File: src/rtl/adpll_pkg.sv
// adpll_pkg: shared definitions for the adpll_top configuration / lock sequencer.
//   PARAM_W    - width of one loop parameter written through pgm_value
//   N_PARAMS   - number of parameters loaded in a full programming pass
//   SEL_*      - param_sel encodings understood by the core
//   state_t    - sequencer state encoding
package adpll_pkg;

    localparam int PARAM_W  = 5;
    localparam int N_PARAMS = 6;

    typedef logic [PARAM_W-1:0] param_t;

    localparam logic [2:0] SEL_NDIV   = 3'd0;
    localparam logic [2:0] SEL_ALPHA  = 3'd1;
    localparam logic [2:0] SEL_BETA   = 3'd2;
    localparam logic [2:0] SEL_OFFSET = 3'd3;
    localparam logic [2:0] SEL_THRESH = 3'd4;
    localparam logic [2:0] SEL_KNCO   = 3'd5;

    typedef enum logic [2:0] {
        ST_IDLE,
        ST_CLR,
        ST_PROG,
        ST_REL,
        ST_ACQ,
        ST_SHIFT,
        ST_TRACK,
        ST_FAIL
    } state_t;

endpackage

File: src/rtl/adpll_lock_det.sv
// adpll_lock_det: phase-error tolerance compare plus saturating lock and
// unlock run-length counters.
//   clk, rst     - system clock, synchronous active-high reset
//   clr          - clears both counters (asserted by the sequencer in REL)
//   acq_en       - lock counter runs only while acquiring
//   trk_en       - unlock counter runs only while tracking
//   dout         - phase-error magnitude from the core
//   lock_hit     - this cycle completes LOCK_CNT consecutive in-tolerance samples
//   unlock_hit   - this cycle completes UNLOCK_CNT consecutive out-of-tolerance samples
module adpll_lock_det
    import adpll_pkg::*;
#(
    parameter int LOCK_TOL   = 2,
    parameter int LOCK_CNT   = 16,
    parameter int UNLOCK_CNT = 4
) (
    input  logic               clk,
    input  logic               rst,
    input  logic               clr,
    input  logic               acq_en,
    input  logic               trk_en,
    input  logic [PARAM_W-1:0] dout,
    output logic               lock_hit,
    output logic               unlock_hit
);

    localparam int LW = $clog2(LOCK_CNT + 1);
    localparam int UW = $clog2(UNLOCK_CNT + 1);
    localparam logic [PARAM_W-1:0] TOL      = PARAM_W'(LOCK_TOL);
    localparam logic [LW-1:0]      LOCK_TGT = LW'(LOCK_CNT);
    localparam logic [UW-1:0]      UNL_TGT  = UW'(UNLOCK_CNT);

    logic [LW-1:0] r_lock_cnt;
    logic [UW-1:0] r_unl_cnt;
    logic          w_in_tol;

    assign w_in_tol = (dout <= TOL);

    // Hits look one sample ahead so the sequencer can leave its state on the
    // same edge that the final qualifying sample is taken.
    assign lock_hit   = acq_en &&  w_in_tol && (r_lock_cnt >= LOCK_TGT - LW'(1));
    assign unlock_hit = trk_en && !w_in_tol && (r_unl_cnt  >= UNL_TGT  - UW'(1));

    always_ff @(posedge clk) begin
        if (rst || clr) begin
            r_lock_cnt <= '0;
            r_unl_cnt  <= '0;
        end else begin
            if (acq_en) begin
                if (!w_in_tol)
                    r_lock_cnt <= '0;
                else if (r_lock_cnt != LOCK_TGT)
                    r_lock_cnt <= r_lock_cnt + LW'(1);
            end
            if (trk_en) begin
                if (w_in_tol)
                    r_unl_cnt <= '0;
                else if (r_unl_cnt != UNL_TGT)
                    r_unl_cnt <= r_unl_cnt + UW'(1);
            end
        end
    end

endmodule

File: src/rtl/adpll_ctrl.sv
// adpll_ctrl: configuration and lock-supervision sequencer for adpll_top.
// Clears the core, loads six loop parameters one per cycle, releases the core
// reset, waits for lock, gear-shifts alpha/beta to tracking gains and watches
// for loss of lock.
//   clk, rst           - system clock, synchronous active-high reset
//   start              - begins a run (accepted in IDLE, TRACK, FAIL)
//   cfg_*              - acquisition and tracking parameters, snapshotted on start
//   acq_timeout        - ACQ cycle limit before FAIL, 0 disables
//   dout, sign         - phase error from the core (sign is not used)
//   pll_clr/rst        - core clear and reset
//   pll_program/param_sel/pgm_value - core parameter write port
//   busy, locked, fail - status
//
// state | meaning
// IDLE  | core held in reset, waiting for start
// CLR   | one-cycle core clear
// PROG  | six parameter writes, sel 0..5
// REL   | core reset released, counters cleared
// ACQ   | counting in-tolerance samples toward lock, timeout running
// SHIFT | alpha_trk then beta_trk written
// TRACK | locked, counting out-of-tolerance samples
// FAIL  | acquisition timed out, core held in reset
module adpll_ctrl
    import adpll_pkg::*;
#(
    parameter int LOCK_TOL   = 2,
    parameter int LOCK_CNT   = 16,
    parameter int UNLOCK_CNT = 4
) (
    input  logic               clk,
    input  logic               rst,
    input  logic               start,
    input  logic [PARAM_W-1:0] cfg_ndiv,
    input  logic [PARAM_W-1:0] cfg_alpha,
    input  logic [PARAM_W-1:0] cfg_beta,
    input  logic [PARAM_W-1:0] cfg_offset,
    input  logic [PARAM_W-1:0] cfg_thresh,
    input  logic [PARAM_W-1:0] cfg_knco,
    input  logic [PARAM_W-1:0] cfg_alpha_trk,
    input  logic [PARAM_W-1:0] cfg_beta_trk,
    input  logic [15:0]        acq_timeout,
    input  logic [PARAM_W-1:0] dout,
    input  logic               sign,
    output logic               pll_clr,
    output logic               pll_rst,
    output logic               pll_program,
    output logic [2:0]         pll_param_sel,
    output logic [PARAM_W-1:0] pll_pgm_value,
    output logic               busy,
    output logic               locked,
    output logic               fail
);

    state_t     r_state;
    param_t     r_cfg [N_PARAMS];
    param_t     r_alpha_trk;
    param_t     r_beta_trk;
    logic [2:0] r_idx;
    logic [15:0] r_to_cnt;

    logic       r_pll_clr;
    logic       r_pll_rst;
    logic       r_pll_program;
    logic [2:0] r_pll_param_sel;
    param_t     r_pll_pgm_value;
    logic       r_busy;
    logic       r_locked;
    logic       r_fail;

    logic w_acq;
    logic w_trk;
    logic w_det_clr;
    logic w_lock_hit;
    logic w_unlock_hit;
    logic w_to_hit;
    logic w_start_ok;
    logic w_restart;
    logic w_unused;

    assign w_unused = sign;

    assign w_acq      = (r_state == ST_ACQ);
    assign w_trk      = (r_state == ST_TRACK);
    assign w_det_clr  = (r_state == ST_REL);
    assign w_start_ok = start && (r_state == ST_IDLE || r_state == ST_TRACK || r_state == ST_FAIL);
    assign w_restart  = w_start_ok || (w_trk && w_unlock_hit);

    // Fires on the ACQ cycle that brings the count of elapsed ACQ cycles up
    // to acq_timeout; a simultaneous lock_hit takes priority in the FSM.
    assign w_to_hit = w_acq && (acq_timeout != 16'd0)
                      && (({1'b0, r_to_cnt} + 17'd1) >= {1'b0, acq_timeout});

    adpll_lock_det #(
        .LOCK_TOL   (LOCK_TOL),
        .LOCK_CNT   (LOCK_CNT),
        .UNLOCK_CNT (UNLOCK_CNT)
    ) u_lock_det (
        .clk        (clk),
        .rst        (rst),
        .clr        (w_det_clr),
        .acq_en     (w_acq),
        .trk_en     (w_trk),
        .dout       (dout),
        .lock_hit   (w_lock_hit),
        .unlock_hit (w_unlock_hit)
    );

    always_ff @(posedge clk) begin
        if (rst || w_det_clr)
            r_to_cnt <= '0;
        else if (w_acq && (r_to_cnt != acq_timeout))
            r_to_cnt <= r_to_cnt + 16'd1;
    end

    // An unlock restart reuses these, so only an accepted start refreshes them.
    always_ff @(posedge clk) begin
        if (rst) begin
            for (int i = 0; i < N_PARAMS; i++)
                r_cfg[i] <= '0;
            r_alpha_trk <= '0;
            r_beta_trk  <= '0;
        end else if (w_start_ok) begin
            r_cfg[SEL_NDIV]   <= cfg_ndiv;
            r_cfg[SEL_ALPHA]  <= cfg_alpha;
            r_cfg[SEL_BETA]   <= cfg_beta;
            r_cfg[SEL_OFFSET] <= cfg_offset;
            r_cfg[SEL_THRESH] <= cfg_thresh;
            r_cfg[SEL_KNCO]   <= cfg_knco;
            r_alpha_trk       <= cfg_alpha_trk;
            r_beta_trk        <= cfg_beta_trk;
        end
    end

    always_ff @(posedge clk) begin
        if (rst) begin
            r_state         <= ST_IDLE;
            r_idx           <= '0;
            r_pll_clr       <= 1'b0;
            r_pll_rst       <= 1'b1;
            r_pll_program   <= 1'b0;
            r_pll_param_sel <= '0;
            r_pll_pgm_value <= '0;
            r_busy          <= 1'b0;
            r_locked        <= 1'b0;
            r_fail          <= 1'b0;
        end else if (w_restart) begin
            r_state       <= ST_CLR;
            r_pll_clr     <= 1'b1;
            r_pll_rst     <= 1'b1;
            r_pll_program <= 1'b0;
            r_busy        <= 1'b1;
            r_locked      <= 1'b0;
            r_fail        <= 1'b0;
        end else begin
            case (r_state)
                ST_CLR: begin
                    r_state         <= ST_PROG;
                    r_pll_clr       <= 1'b0;
                    r_pll_program   <= 1'b1;
                    r_pll_param_sel <= SEL_NDIV;
                    r_pll_pgm_value <= r_cfg[SEL_NDIV];
                    r_idx           <= 3'd1;
                end
                ST_PROG: begin
                    // r_idx is the parameter for the next cycle.
                    if (r_idx == 3'(N_PARAMS)) begin
                        r_state       <= ST_REL;
                        r_pll_program <= 1'b0;
                        r_pll_rst     <= 1'b0;
                    end else begin
                        r_pll_param_sel <= r_idx;
                        r_pll_pgm_value <= r_cfg[r_idx];
                        r_idx           <= r_idx + 3'd1;
                    end
                end
                ST_REL: begin
                    r_state <= ST_ACQ;
                end
                ST_ACQ: begin
                    if (w_lock_hit) begin
                        r_state         <= ST_SHIFT;
                        r_pll_program   <= 1'b1;
                        r_pll_param_sel <= SEL_ALPHA;
                        r_pll_pgm_value <= r_alpha_trk;
                    end else if (w_to_hit) begin
                        r_state   <= ST_FAIL;
                        r_pll_rst <= 1'b1;
                        r_busy    <= 1'b0;
                        r_fail    <= 1'b1;
                    end
                end
                ST_SHIFT: begin
                    if (r_pll_param_sel == SEL_ALPHA) begin
                        r_pll_param_sel <= SEL_BETA;
                        r_pll_pgm_value <= r_beta_trk;
                    end else begin
                        r_state       <= ST_TRACK;
                        r_pll_program <= 1'b0;
                        r_busy        <= 1'b0;
                        r_locked      <= 1'b1;
                    end
                end
                default: ;
            endcase
        end
    end

    assign pll_clr       = r_pll_clr;
    assign pll_rst       = r_pll_rst;
    assign pll_program   = r_pll_program;
    assign pll_param_sel = r_pll_param_sel;
    assign pll_pgm_value = r_pll_pgm_value;
    assign busy          = r_busy;
    assign locked        = r_locked;
    assign fail          = r_fail;

endmodule

File: config.mk
export PLATFORM = sky130hd
export DESIGN_NAME = adpll_ctrl
export DESIGN_NICKNAME = d
export VERILOG_FILES = /design/src/rtl/adpll_pkg.sv /design/src/rtl/adpll_lock_det.sv /design/src/rtl/adpll_ctrl.sv
export SDC_FILE = /design/constraint.sdc
export NUM_CORES = 1
export LEC_CHECK = 0
export ABC_AREA = 1
export BUFFER_PORTS_ARGS = -buffer_cell sky130_fd_sc_hd__buf_4
export CAP_MARGIN = 20
export CORE_UTILIZATION = 60
export DETAILED_ROUTE_END_ITERATION = 10
export GPL_TIMING_DRIVEN = 0
export PLACE_DENSITY = 0.84
export SETUP_SLACK_MARGIN = 0.5
export SYNTH_ARGS = -nofsm -noshare
export SYNTH_HDL_FRONTEND = slang
export SYNTH_SLANG_ARGS = --single-unit
File: constraint.sdc
create_clock -name clk -period 6 [get_ports clk]
set_input_delay 0.6 -clock clk [delete_from_list [all_inputs] [get_ports clk]]
set_output_delay 0.6 -clock clk [all_outputs]
set_load 0.01 [all_outputs]
# Word-level counts from Yosys, hierarchy flattened
# Memories as Yosys holds them, arrays and structs flattened. A register that Yosys moved wholly into a read port is not among the register bits.
# Index checks and enable logic that the tools add are counted.
[word_totals]
register_bits = 54
ramBits = 30
output_inout_bits = 14
elab_cells = 143
mem_count = 1
[op_classes]
add_sub_neg = 5
order_cmp = 4
n_eq_ne = 26
n_mux = 46
bitwise_logic = 9
n_reduce_logical = 36
[memory_table]
columns = ["name", "words", "word_bits", "rd", "rd_clocked_by_memory_dff", "wr", "line_no", "source"]
rows = [
  ["r_cfg", 6, 5, 2, 1, 6, "adpll_ctrl.sv:55", "param_t r_cfg [N_PARAMS];"],
]
[op_table]
columns = ["cell", "count"]
rows = [
  ["5-bit two-way mux", 11],
  ["3-bit two-way mux", 12],
  ["5-bit one-hot mux with 4 select lines", 1],
  ["4-bit AND reduction", 5],
  ["3-bit != test (second input constant)", 6],
  ["16-bit by 1-bit adder with 17-bit output (second input constant)", 1],
  ["17-bit by 16-bit >= comparator with 1-bit output", 1],
  ["16-bit by 1-bit adder with 16-bit output (second input constant)", 1],
  ["1-bit two-way mux", 16],
  ["16-bit != test", 1],
  ["2-bit != test (second input constant)", 8],
  ["16-bit nonzero test", 1],
  ["3-bit equality test (second input constant)", 5],
  ["3-bit one-hot mux with 5 select lines", 1],
  ["3-bit one-hot mux with 4 select lines", 1],
  ["1-bit logical AND", 9],
  ["2-bit nonzero test", 4],
  ["3-bit by 1-bit adder with 3-bit output (second input constant)", 2],
  ["3-bit by 1-bit equality test with 1-bit output (second input constant)", 2],
  ["3-bit by 2-bit equality test with 1-bit output (second input constant)", 2],
  ["1-bit OR", 6],
  ["3-bit one-hot mux with 2 select lines", 1],
  ["2-bit AND reduction", 3],
  ["3-bit AND reduction", 2],
  ["other kinds (18)", 24],
]

# Depth between registers and ports, before layout
[logic_depth]
ltp_word = 10
depth_mapped = 24
depth_no_buf = 24

# Modules after synthesis
# Synthesis repeated with hierarchy kept, for this count alone.
[unflattened]
cells_unflattened = 703
hier_area_um2 = 5177.5
[by_module_without_submodules]
columns = ["module", "n_inst", "cells_per_inst", "area_each_um2", "seq_area_each_um2"]
rows = [
  ["adpll_ctrl", 1, 618, 4608.2, 1881.8],
  ["adpll_lock_det", 1, 85, 569.3, 160.2],
]

# Least setup slack after synthesis
# No wires, ideal clock.
[synth_timing]
kind = "reg2reg"
start = "reg r_to_cnt[2]"
end = "reg r_state[2]"
arrival_time_ps = 2436
t_required_ps = 5887
path_slack_ps = 3450
path_stages_with_launch = 21
period_less_slack_ps = 2550
cell_sequence = "dfxtp_1 -> nand2_1 -> nor2_2 -> nand3_2 -> nor2_4 -> nand2_2 -> or4_1 -> nand2_1 -> inv_1 -> ha_1 -> nand2_1 -> nor2_1 -> nand4_1 -> nand2_1 -> nor2_1 -> nand2_1 -> nand2_2 -> nand2_2 -> nand2_2 -> o21ai_1 -> nor2_1"
[synth_between]
elab_chain_cells = 5
[synth_rtl]
columns = ["element", "line_no", "source"]
rows = [
  ["start: declaration", "adpll_ctrl.sv:59", "logic [15:0] r_to_cnt;"],
  ["start signal: assignment", "adpll_ctrl.sv:112", "r_to_cnt <= r_to_cnt + 16'd1;"],
  ["16-bit by 1-bit adder with 17-bit output", "adpll_ctrl.sv:91", "&& (({1'b0, r_to_cnt} + 17'd1) >= {1'b0, acq_timeout});"],
  ["17-bit by 16-bit >= comparator with 1-bit output", "adpll_ctrl.sv:91", ""],
  ["1-bit logical AND", "adpll_ctrl.sv:91", ""],
  ["3-bit != test (no line)", "-", ""],
  ["4-bit AND reduction (no line)", "-", ""],
  ["end signal: assignment", "adpll_ctrl.sv:136", "r_state <= ST_IDLE;"],
  ["end signal: assignment", "adpll_ctrl.sv:147", "r_state <= ST_CLR;"],
  ["end signal: assignment", "adpll_ctrl.sv:157", "r_state <= ST_PROG;"],
  ["end: declaration", "adpll_ctrl.sv:54", "state_t r_state;"],
]
# Every way passes these cells.
# A chain may end at the register's enable or synchronous reset.

# Worst setup path after layout
[layout_timing]
start = "reg r_to_cnt[0]"
end = "reg r_state[0]"
[layout_between]
elab_chain_cells = 5
[layout_rtl]
columns = ["element", "line_no"]
rows = [
  ["16-bit by 1-bit adder with 17-bit output", "adpll_ctrl.sv:91"],
  ["17-bit by 16-bit >= comparator with 1-bit output", "adpll_ctrl.sv:91"],
  ["1-bit logical AND", "adpll_ctrl.sv:91"],
  ["4-bit != test (no line)", "-"],
  ["4-bit AND reduction (no line)", "-"],
]
# Every way passes these cells.

==> summary.md <==
| Metric | Value |
|---|---|
| Status | finished clean |
| Cells after Synth | between 600 and 700 |
| TritonCTS Sinks | 87 |
| Clk_lat worst skew | about 0.37 ns |
| Clock buffer depth | 2 |
| Detailed Place HPWL | slightly above 9000 um |
| Least-Margin Pin Slew | ~0.6 ns |
| CTS buffer count | 9 |
| Core outline area | slightly above 8000 um2 |
| Post-route ant nets | 0 |
| Final WL | about 12000 um |
| Critical path arrival | roughly 3.2 ns |
| Tcrit/Tclk final | 48.5% |
| Fin crit period | between 2 and 3 ns |
| Hold path startpoint | cfg_beta_trk[3] |
| Fmax achieved | approximately 340 MHz |
| CTS tree | built |
| R2R cell count | 20 |
| Fin nets | around 860 |
| Synth cell count leaders | 116 x inv_1, 102 x nand2_1, 95 x nor2_1 |
| Worst Hold Depth | 3 |
| Main synth FF type | dfxtp_1 |
| Reg-to-reg endpoint | r_state[0] |
| Cell Pwr Density | slightly below 400 nW/um2 |
| CTS hold repair buffers | 0 |
| Post-DR wirelength/cell | around 14 um |
| Global-route met3 utilization | under 10% |
| First-pass GRT wire length | between 15000 and 20000 um |
| Top Usage Layer GRT | met2 |
| Total congestion overflow | 0 |
| Syn_nets | between 700 and 800 |
| DRT Pass-1 Iters | 5 |
| R2R setup slack | around 3 ns |
| Dpl cell area | a little under 6000 um2 |
| Dpl ws | around 3.1 ns |
| RSZ-0062 raised after global routing | false |
| Clock slew at reported path FFs | 0.10 ns |
| Critical-path maximum fanout | 5 |
| I/O pin cnt | 79 |
| Final Skew | 0.0177 ns |
| Most frequent cell after synthesis | inv_1 |
| Initial DRC count | between 300 and 400 |
| Critical Path Start Type | register |
| Fillers | roughly 640 |
| Die Wd | about 94 um |
| Post_cts resized | 0 |
| Initial core utilization | approximately three fifths |
| Die Area | around 9000 um2 |
| Final hold violations | 0 |
| Hold Crit Class | in -> reg |
| Detailed-route via count | between 4000 and 5000 |
| Syn avg cell area | 7.49 um2 |
| Post-CTS setup buffers | 0 |
| Post-synth top area cell | dfxtp_1 |
| Final GP Congestion | 0.940 |
| Site row count | 33 |
| Post-synth ARST share | 0% |
| Post-synth top area share | 22.5% |
| Pins Over Slew Limit | 0 |
| Worst vdd ir | 0.207 mV |
| Syn-to-layout area delta | 18.3% |
| WP data required | 6.29 ns |
| Count of warnings emitted by yosys | 0 |
| Root Driver | clkbuf_8 |
| Crit Reg-Reg Startpoint | r_to_cnt[0] |
| Top cells by area, synth | dfxtp_1 22%, edfxtp_1 18%, inv_1 8.6% |
| Number of remaining DRC errors | 0 |
| Final WS setup | approximately 3.1 ns |
| Antenna violations before repair | 0 |
| Post-route insts no fill | between 800 and 900 |
| Register area share after synthesis | around two fifths |
| Met1 Use GR | 38.1% |
| Setup violations, final | 0 |
| Worst hold path endpoint | r_beta_trk[3] |
| PortBufs | 76 |
| Met2 Resource Use GR | 47.6% |
| Fin area | ~6000 um2 |
| Pin count of the biggest net entering global routing | 28 |
| ANT cells | 0 |
| Post-synth EDFFs | 30 |
| Setup TNS | 0 ns |
| H-tree depth | 3 |
| Placed insts | 860 |
| Via density | 5.37 |
| Max cap viols | 0 |
| Max-Slew Margin vs Limit | approximately three fifths |
| Die height | between 90 and 100 um |
| Synth Register Bits | 87 |
| Vias in the first global route | 4343 |
| Cell area after synthesis | between 5000 and 6000 um2 |
| Setup crit end kind | register |
| Leak | 2.82 nW |
| Synth unique cells | 43 |
| Critical path class | reg -> reg |
| Total global-route track usage | roughly 29% |
| Share of post-route cells with drive strength above 1 | 18.5% |
[metrics by stage]
stage	hold slack, ns	utilization [%]	total power, mW
detailed placement	0.456	70.7	1.88
floorplan	0.445	-	1.59
finish	0.471	73.2	2.32
global placement	0.450	70.4	1.84
global route	0.487	73.2	2.47
CTS	0.467	73.2	2.30
[sequential cells by signal (all words and copies together) (netlist names), named ones only]
signal / count
busy: 1
r_alpha_trk: 5
r_idx: 3
fail: 1
pll_program: 1
locked: 1
u_lock_det.r_unl_cnt: 3
r_beta_trk: 5
r_cfg: 30
u_lock_det.r_lock_cnt: 5
pll_param_sel: 3
pll_clr: 1
r_to_cnt: 16
r_state: 3
pll_rst: 1
pll_pgm_value: 5
[critical path, cell delays in order (launching register included)]
cell and delay, ns:
dfxtp_1 0.41, ha_1 0.23, nand2_2 0.08, nor2_4 0.16, nand4_1 0.24, nor3_2 0.19
xor2_1 0.25, ha_1 0.29, nand2_1 0.06, nand2_1 0.04, nand2_1 0.05, nand2_1 0.05
nor2_1 0.09, nand2_1 0.05, nor2_1 0.09, nand2_1 0.07, nand2_2 0.10, nand2_2 0.08
nand2_2 0.10, nand2_1 0.07, a21oi_2 0.13
[layer usage]
metal	part of all wire, %	wire, um
met1	44	5380
met2	47	5740
met3	7.8	963
met4	1.6	192
met5	0	0
[placed cells by master, fill, tap and decap left out, types with 3 or more instances in the layout]
master	n
a21oi_1	42
nand3_1	21
a211oi_1	5
buf_2	6
nor2_2	4
nor3_2	3
buf_4	77
o21ai_0	56
nand4_1	11
inv_1	116
nor2_1	95
buf_1	3
o22ai_1	7
nor3_1	16
edfxtp_1	30
o21ai_1	4
a221oi_1	5
clkbuf_8	9
nand2_2	8
inv_2	12
xor2_1	12
ha_1	26
xnor2_1	4
nor2_4	6
dfxtp_1	57
clkbuf_1	4
inv_6	3
nand2_1	102
[cell families after synthesis]
group / after synthesis / synth area share, %
AND/OR/NAND/NOR: 273 / 24.6
AO/OA/AOI/OAI: 130 / 14.4
XOR/XNOR: 17 / 3.08
flip-flops: 87 / 40.2
adder cells (fa/ha/maj): 26 / 6.40
buffers and inverters: 145 / 11.3
[layout make-up]
class,count,area (um2),share of cell area (%)
Sequential cell,87,2040,34.0
Multi-Input combinational cell,446,2460,41.0
Clock buffer,9,124,2.06
Buffer,16,86.3,1.44
Clock inverter,7,77.6,1.29
Tap cell,105,131,2.19
Timing Repair Buffer,77,598,9.95
Inverter,129,487,8.10
[worst max-delay path by stage]
stage               cells after the start         end   startpoint  slack (ns)
CTS                                    20  r_state[0]  r_to_cnt[0]        3.12
finish                                 20  r_state[0]  r_to_cnt[0]        3.09
global route                           21  r_state[2]  r_to_cnt[0]        2.85
detailed placement                     21  r_state[2]  r_to_cnt[0]        3.14
global placement                       20  r_state[2]  r_to_cnt[2]        3.16
floorplan                              20  r_state[2]  r_to_cnt[2]        3.45
[power breakdown]
group          leakage [nW]  total (mW)  internal, mW  switching (mW)
Sequential            0.790       0.920         0.792           0.128
Combinational          1.92       0.969         0.362           0.607
Clock                 0.102       0.426         0.197           0.229
Total                  2.82        2.32          1.35           0.964
Note: power is estimated with default switching activity, not from simulation.
